[config.mk]
export PLATFORM = sky130hd
export DESIGN_NAME = spi_slave_cmd_engine
export DESIGN_NICKNAME = d
export VERILOG_FILES = /design/src/rtl/spi_slave_pkg.sv /design/src/rtl/spi_slave_cmd_engine_shift.sv /design/src/rtl/spi_slave_cmd_engine.sv
export SDC_FILE = /design/constraint.sdc
export NUM_CORES = 1
export LEC_CHECK = 0
export CORE_MARGIN = 3
export CORE_UTILIZATION = 35
export CTS_BUF_LIST = sky130_fd_sc_hd__clkbuf_16
export DETAILED_ROUTE_END_ITERATION = 10
export PLACE_DENSITY_LB_ADDON = 0.1
export SLEW_MARGIN = 20
export SYNTH_ARGS = -nofsm -noshare
export SYNTH_HDL_FRONTEND = slang
export SYNTH_SLANG_ARGS = --single-unit
export TNS_END_PERCENT = 5
[constraint.sdc]
create_clock -name clk -period 2.01 [get_ports clk]
set_input_delay 0.201 -clock clk [delete_from_list [all_inputs] [get_ports clk]]
set_output_delay 0.201 -clock clk [all_outputs]
set_load 0.05 [all_outputs]
[src/rtl/spi_slave_pkg.sv]
// Shared state encoding, default opcodes and width helpers for the SPI slave command engine.
package spi_slave_pkg;

  typedef logic [2:0] state_t;

  localparam state_t ST_IDLE    = 3'd0;
  localparam state_t ST_CMD     = 3'd1;
  localparam state_t ST_ADDR    = 3'd2;
  localparam state_t ST_RD_WAIT = 3'd3;
  localparam state_t ST_RD_DATA = 3'd4;
  localparam state_t ST_WR_DATA = 3'd5;
  localparam state_t ST_IGNORE  = 3'd6;

  localparam logic [7:0] CMD_READ_DEF  = 8'h03;
  localparam logic [7:0] CMD_WRITE_DEF = 8'h02;

  function automatic int clog2w(input int n);
    int w;
    w = 1;
    while ((1 << w) < n) w = w + 1;
    return w;
  endfunction

  function automatic int max3(input int a, input int b, input int c);
    int m;
    m = (a > b) ? a : b;
    return (m > c) ? m : c;
  endfunction

endpackage

[src/rtl/spi_slave_cmd_engine_shift.sv]
// Datapath for the SPI slave: rx shift register, tx load/shift register and field bit counter.
// clr (cs_n high) wipes all state on the next edge; rst clears it asynchronously.
module spi_shift_unit #(
  parameter int RX_W   = 16,
  parameter int DATA_W = 8,
  parameter int CNT_W  = 4
) (
  input  logic              clk,
  input  logic              rst,
  input  logic              clr,
  input  logic              data_in,
  input  logic              cnt_en,
  input  logic              cnt_last,
  input  logic              tx_load,
  input  logic [DATA_W-1:0] tx_word,
  input  logic              tx_shift,
  output logic [RX_W-1:0]   rx_next,
  output logic [CNT_W-1:0]  cnt,
  output logic              tx_msb
);

  logic [RX_W-2:0]   rx_reg;
  logic [DATA_W-1:0] tx_reg;

  // The field decode happens on the edge that samples the last bit, so the FSM sees the word including data_in.
  assign rx_next = {rx_reg, data_in};
  assign tx_msb  = tx_reg[DATA_W-1];

  always_ff @(posedge clk or posedge rst) begin
    if (rst) begin
      rx_reg <= '0;
      tx_reg <= '0;
      cnt    <= '0;
    end else if (clr) begin
      rx_reg <= '0;
      tx_reg <= '0;
      cnt    <= '0;
    end else begin
      rx_reg <= rx_next[RX_W-2:0];
      if (cnt_en) cnt <= cnt_last ? '0 : cnt + CNT_W'(1);
      if (tx_load) tx_reg <= tx_word;
      else if (tx_shift) tx_reg <= {tx_reg[DATA_W-2:0], 1'b0};
    end
  end

endmodule

[src/rtl/spi_slave_cmd_engine.sv]
// SPI slave transaction engine: opcode, ADDR_W-bit address, DATA_W-bit data; strobes a single-port register file.
// SPI_SLAVE_CMD_AUTOINC_EN enables write/read bursts with address auto-increment.
module spi_slave_cmd_engine
  import spi_slave_pkg::*;
#(
  parameter logic [7:0] CMD_READ  = CMD_READ_DEF,
  parameter logic [7:0] CMD_WRITE = CMD_WRITE_DEF,
  parameter int         ADDR_W    = 16,
  parameter int         DATA_W    = 8
) (
  input  logic              clk,
  input  logic              rst,
  input  logic              cs_n,
  input  logic              data_in,
  output logic              data_out,
  output logic [ADDR_W-1:0] addr,
  output logic              wr_en,
  output logic [DATA_W-1:0] wr_data,
  output logic              rd_en,
  input  logic [DATA_W-1:0] rd_data,
  output logic              cmd_err,
  output logic              busy
);

  localparam int RX_W  = max3(8, ADDR_W, DATA_W);
  localparam int CNT_W = clog2w(RX_W);

  localparam logic [CNT_W-1:0] LAST_CMD  = CNT_W'(7);
  localparam logic [CNT_W-1:0] LAST_ADDR = CNT_W'(ADDR_W - 1);
  localparam logic [CNT_W-1:0] LAST_DATA = CNT_W'(DATA_W - 1);
`ifdef SPI_SLAVE_CMD_AUTOINC_EN
  localparam logic [CNT_W-1:0] PRE_DATA  = CNT_W'(DATA_W - 2);
`endif

  state_t           state;
  logic             is_read;
  logic [RX_W-1:0]  rx_next;
  logic [CNT_W-1:0] cnt;
  logic             tx_msb;
  logic             cnt_en;
  logic             cnt_last;
  logic             tx_load;
  logic             tx_shift;

  spi_shift_unit #(
    .RX_W   (RX_W),
    .DATA_W (DATA_W),
    .CNT_W  (CNT_W)
  ) u_shift (
    .clk      (clk),
    .rst      (rst),
    .clr      (cs_n),
    .data_in  (data_in),
    .cnt_en   (cnt_en),
    .cnt_last (cnt_last),
    .tx_load  (tx_load),
    .tx_word  (rd_data),
    .tx_shift (tx_shift),
    .rx_next  (rx_next),
    .cnt      (cnt),
    .tx_msb   (tx_msb)
  );

  assign busy     = (state != ST_IDLE);
  assign data_out = (state == ST_RD_DATA) && tx_msb;

  always_comb begin
    cnt_en   = 1'b0;
    cnt_last = 1'b0;
    tx_load  = 1'b0;
    tx_shift = 1'b0;
    case (state)
      ST_IDLE:    cnt_en = 1'b1;
      ST_CMD: begin
        cnt_en   = 1'b1;
        cnt_last = (cnt == LAST_CMD);
      end
      ST_ADDR: begin
        cnt_en   = 1'b1;
        cnt_last = (cnt == LAST_ADDR);
      end
      ST_RD_WAIT: tx_load = 1'b1;
      ST_RD_DATA: begin
        cnt_en   = 1'b1;
        cnt_last = (cnt == LAST_DATA);
        tx_shift = 1'b1;
`ifdef SPI_SLAVE_CMD_AUTOINC_EN
        tx_load  = cnt_last;
`endif
      end
      ST_WR_DATA: begin
        cnt_en   = 1'b1;
        cnt_last = (cnt == LAST_DATA);
      end
      default: ;
    endcase
  end

  always_ff @(posedge clk or posedge rst) begin
    if (rst) begin
      state   <= ST_IDLE;
      is_read <= 1'b0;
      addr    <= '0;
      wr_data <= '0;
      wr_en   <= 1'b0;
      rd_en   <= 1'b0;
      cmd_err <= 1'b0;
    end else begin
      wr_en   <= 1'b0;
      rd_en   <= 1'b0;
      cmd_err <= 1'b0;
      if (cs_n) begin
        state <= ST_IDLE;
      end else begin
        case (state)
          ST_IDLE: state <= ST_CMD;
          ST_CMD: if (cnt_last) begin
            if (rx_next[7:0] == CMD_READ) begin
              is_read <= 1'b1;
              state   <= ST_ADDR;
            end else if (rx_next[7:0] == CMD_WRITE) begin
              is_read <= 1'b0;
              state   <= ST_ADDR;
            end else begin
              cmd_err <= 1'b1;
              state   <= ST_IGNORE;
            end
          end
          ST_ADDR: if (cnt_last) begin
            addr <= rx_next[ADDR_W-1:0];
            if (is_read) begin
              rd_en <= 1'b1;
              state <= ST_RD_WAIT;
            end else begin
              state <= ST_WR_DATA;
            end
          end
          ST_RD_WAIT: state <= ST_RD_DATA;
          ST_RD_DATA: begin
`ifdef SPI_SLAVE_CMD_AUTOINC_EN
            // Prefetch the next word while the current LSB is on the wire so words stream back to back.
            if (cnt == PRE_DATA) begin
              rd_en <= 1'b1;
              addr  <= addr + ADDR_W'(1);
            end
`else
            if (cnt_last) state <= ST_IGNORE;
`endif
          end
          ST_WR_DATA: if (cnt_last) begin
            wr_data <= rx_next[DATA_W-1:0];
            wr_en   <= 1'b1;
`ifndef SPI_SLAVE_CMD_AUTOINC_EN
            state   <= ST_IGNORE;
`endif
          end
          default: ;
        endcase
      end
`ifdef SPI_SLAVE_CMD_AUTOINC_EN
      if (wr_en) addr <= addr + ADDR_W'(1);
`endif
    end
  end

endmodule

==> flow_summary.json <==
{
  "finalSetupTns_ns": 0,
  "io_pins": 41,
  "die_area_sq_um": 8120,
  "layout_common_cells": "dfrtp_1 (58), clkdlybuf4s50_1 (38), mux2_2 (16), nor2b_1 (16), nand2_1 (15)",
  "hold_slack_ns": 0.207,
  "r2r_start": "u_shift.cnt[0]",
  "rr_worst_depth": 5,
  "p_leak_uw": 0.00159,
  "grt_pass1_vias": 1709,
  "synthCells": 190,
  "hold_violations": 0,
  "cts_buffers": 9,
  "synth_seq_area_share": 0.586,
  "grt_usage": 0.140,
  "chipWidth_um": 90.1,
  "endpoint": "wr_data[3]",
  "clock_path_buffers": 2,
  "num_antenna_cells": 0,
  "drive_above_1_share": 0.245,
  "critPathLaunch": "u_shift.cnt[0]",
  "final_cells": 341,
  "num_rows": 30,
  "ant_nets": 0,
  "postSynth.asyncResetShare": 1.00,
  "path_clk_slew_ns": 0.05,
  "cp_num_cells": 5,
  "gr-usage-met2": 0.200,
  "clk_latency_ns": 0.32,
  "path_delay_family": "simple AND/OR/NAND/NOR gates",
  "regToRegSetupSlack_ns": 0.18,
  "cts_tree": "done",
  "worst_setup_path_start_kind": "flop",
  "path_cells": "ha_1 -> and3b_1 -> and4_2 -> nand2_2 -> mux2_2",
  "setup_viol_count_final": 0,
  "worst_ep_required_time_ns": 2.21,
  "portBuffers": 40,
  "drv_cap": 0,
  "first_iter_violations": 80,
  "power_uw": 2760,
  "ctsResizeCount": 0,
  "worstPathMaxFanout": 9,
  "slowest_delay_ns": 0.40,
  "area_growth_pct": 33.1,
  "met3_usage": 0.0485,
  "cts_num_sinks": 58,
  "endpoint_kind": "flop",
  "rsz0062_at_grt": "false",
  "num_vias": 1609,
  "hp-class": "input port to async pin",
  "syn_avg_cell_area_sq_um": 13.0,
  "max_freq_mhz": 547,
  "dp.cells": 325,
  "status": "complete, no violations",
  "synth_edf_count": 0,
  "worst_pin_slew_ns": 0.506,
  "synth_area_sq_um": 2480,
  "start_util": 0.363,
  "largest_register_ffs": 16,
  "post_cts_buffers": 0,
  "die_h_um": 90.1,
  "grt_use_met1": 0.194,
  "reg2reg_to": "wr_data[3]",
  "ctsHoldBuffers": 0,
  "wl_per_cell_um": 15.1,
  "fin_crit_sh": 0.909,
  "worst-path-buf-inv": 0,
  "htree_levels": 3,
  "ys_types": 46,
  "grt-busiest-layer": "met2",
  "peakVddDrop_mv": 0.477,
  "first_pass_iters": 4,
  "syn_nets": 203,
  "drv_slew": 0,
  "routed_wl_um": 5160,
  "ys.flop_type": "dfrtp_1",
  "clockRootBuffer": "clkbuf_16",
  "crit_path_top_delay_cell": "dfrtp_1",
  "relSlewSlack": 0.659,
  "post-route-min-period_ns": 1.83,
  "place.gp.congestion": 0.753,
  "grt_overflow": 0,
  "ys_ff_latch": 58,
  "skew_ns": 0.00706,
  "ys_warn_count": 0,
  "core_sq_um": 6830,
  "grt_antenna_before_repair": 0,
  "worstSetupPathType": "flop to flop",
  "via_per_inst": 4.72,
  "layout_commonest_cell": "dfrtp_1",
  "worst_ep_arrival_time_ns": 2.03,
  "dp_hpwl_um": 3430,
  "drcViolationCount": 0,
  "final_nets": 253,
  "power_density_nw_per_um2": 838,
  "grt_pass1_wl_um": 8930,
  "grt_start_max_net_pins": 31
}
[worst register-to-register path, stage by stage (launching register included)]
cell     delay, ns
dfrtp_1       0.40
ha_1          0.25
and3b_1       0.22
and4_2        0.27
nand2_2       0.21
mux2_2        0.36
[area by class of cell]
class	count	area, sq um
Clock inverter	7	61.3
Sequential cell	58	1450
Inverter	7	26.3
Fill cell	652	3530
Tap cell	96	120
Multi-Input combinational cell	115	938
Clock buffer	9	225
Timing Repair Buffer	49	475
[worst min path at each step]
stage	startpoint	to	slack (ns)	depth (start not counted)
2_1_floorplan	data_in	u_shift.rx_reg[0]	0.34	1
4_1_cts	rst	addr[13]	0.23	2
3_5_place_dp	u_shift.tx_reg[4]	u_shift.tx_reg[4]	0.47	2
5_1_grt	rst	u_shift.tx_reg[4]	0.26	2
3_3_place_gp	u_shift.tx_reg[7]	u_shift.tx_reg[7]	0.46	2
6_report	rst	u_shift.tx_reg[4]	0.21	2
[per-layer routing]
metal  part of all wire  wire length (um)
met5                  0                 0
met4              0.011                58
met3              0.043               220
met2               0.45              2340
met1               0.49              2530
[cell families after synthesis]
family | after synthesis | synth area share
AOI/OAI and AO/OA | 21 | 0.0616
xor gates and xnor gates | 3 | 0.0106
adders and majority gates | 1 | 0.00505
buffers and inverters | 17 | 0.0353
DFF | 58 | 0.586
muxes | 33 | 0.160
and+or+nand+nor | 57 | 0.142
[power breakdown]
group | switching, uW | leakage, uW | internal (uW)
Clock | 515 | 0.000146 | 943
Sequential | 12.8 | 0.000804 | 1180
Combinational | 66.2 | 0.000637 | 45.6
Total | 594 | 0.00159 | 2170
[per-stage QoR]
step,utilization,setup slack [ns],area [sq um]
3_3_place_gp,0.441,0.210,3010
5_1_grt,0.483,0.0937,3300
2_1_floorplan,-,0.173,2480
4_1_cts,0.483,0.180,3300
6_report,0.483,0.182,3300
3_5_place_dp,0.441,0.184,3010
[Yosys cell counts, types with 2 or more instances]
cell	n	area, sq um
dfrtp_1	58	1450
mux2_2	16	180
nor2b_1	16	100
nand2_1	15	56.3
mux2_4	9	135
mux2i_1	8	80.1
o31ai_1	8	60.1
inv_1	7	26.3
clkbuf_1	4	15.0
nor2_1	4	15.0
buf_2	3	15.0
o21ai_0	3	15.0
a21oi_1	2	10.0
and3_1	2	12.5
nor3_1	2	10.0
o311a_1	2	20.0
xor2_1	2	17.5
(Power assumes the default switching activity.)
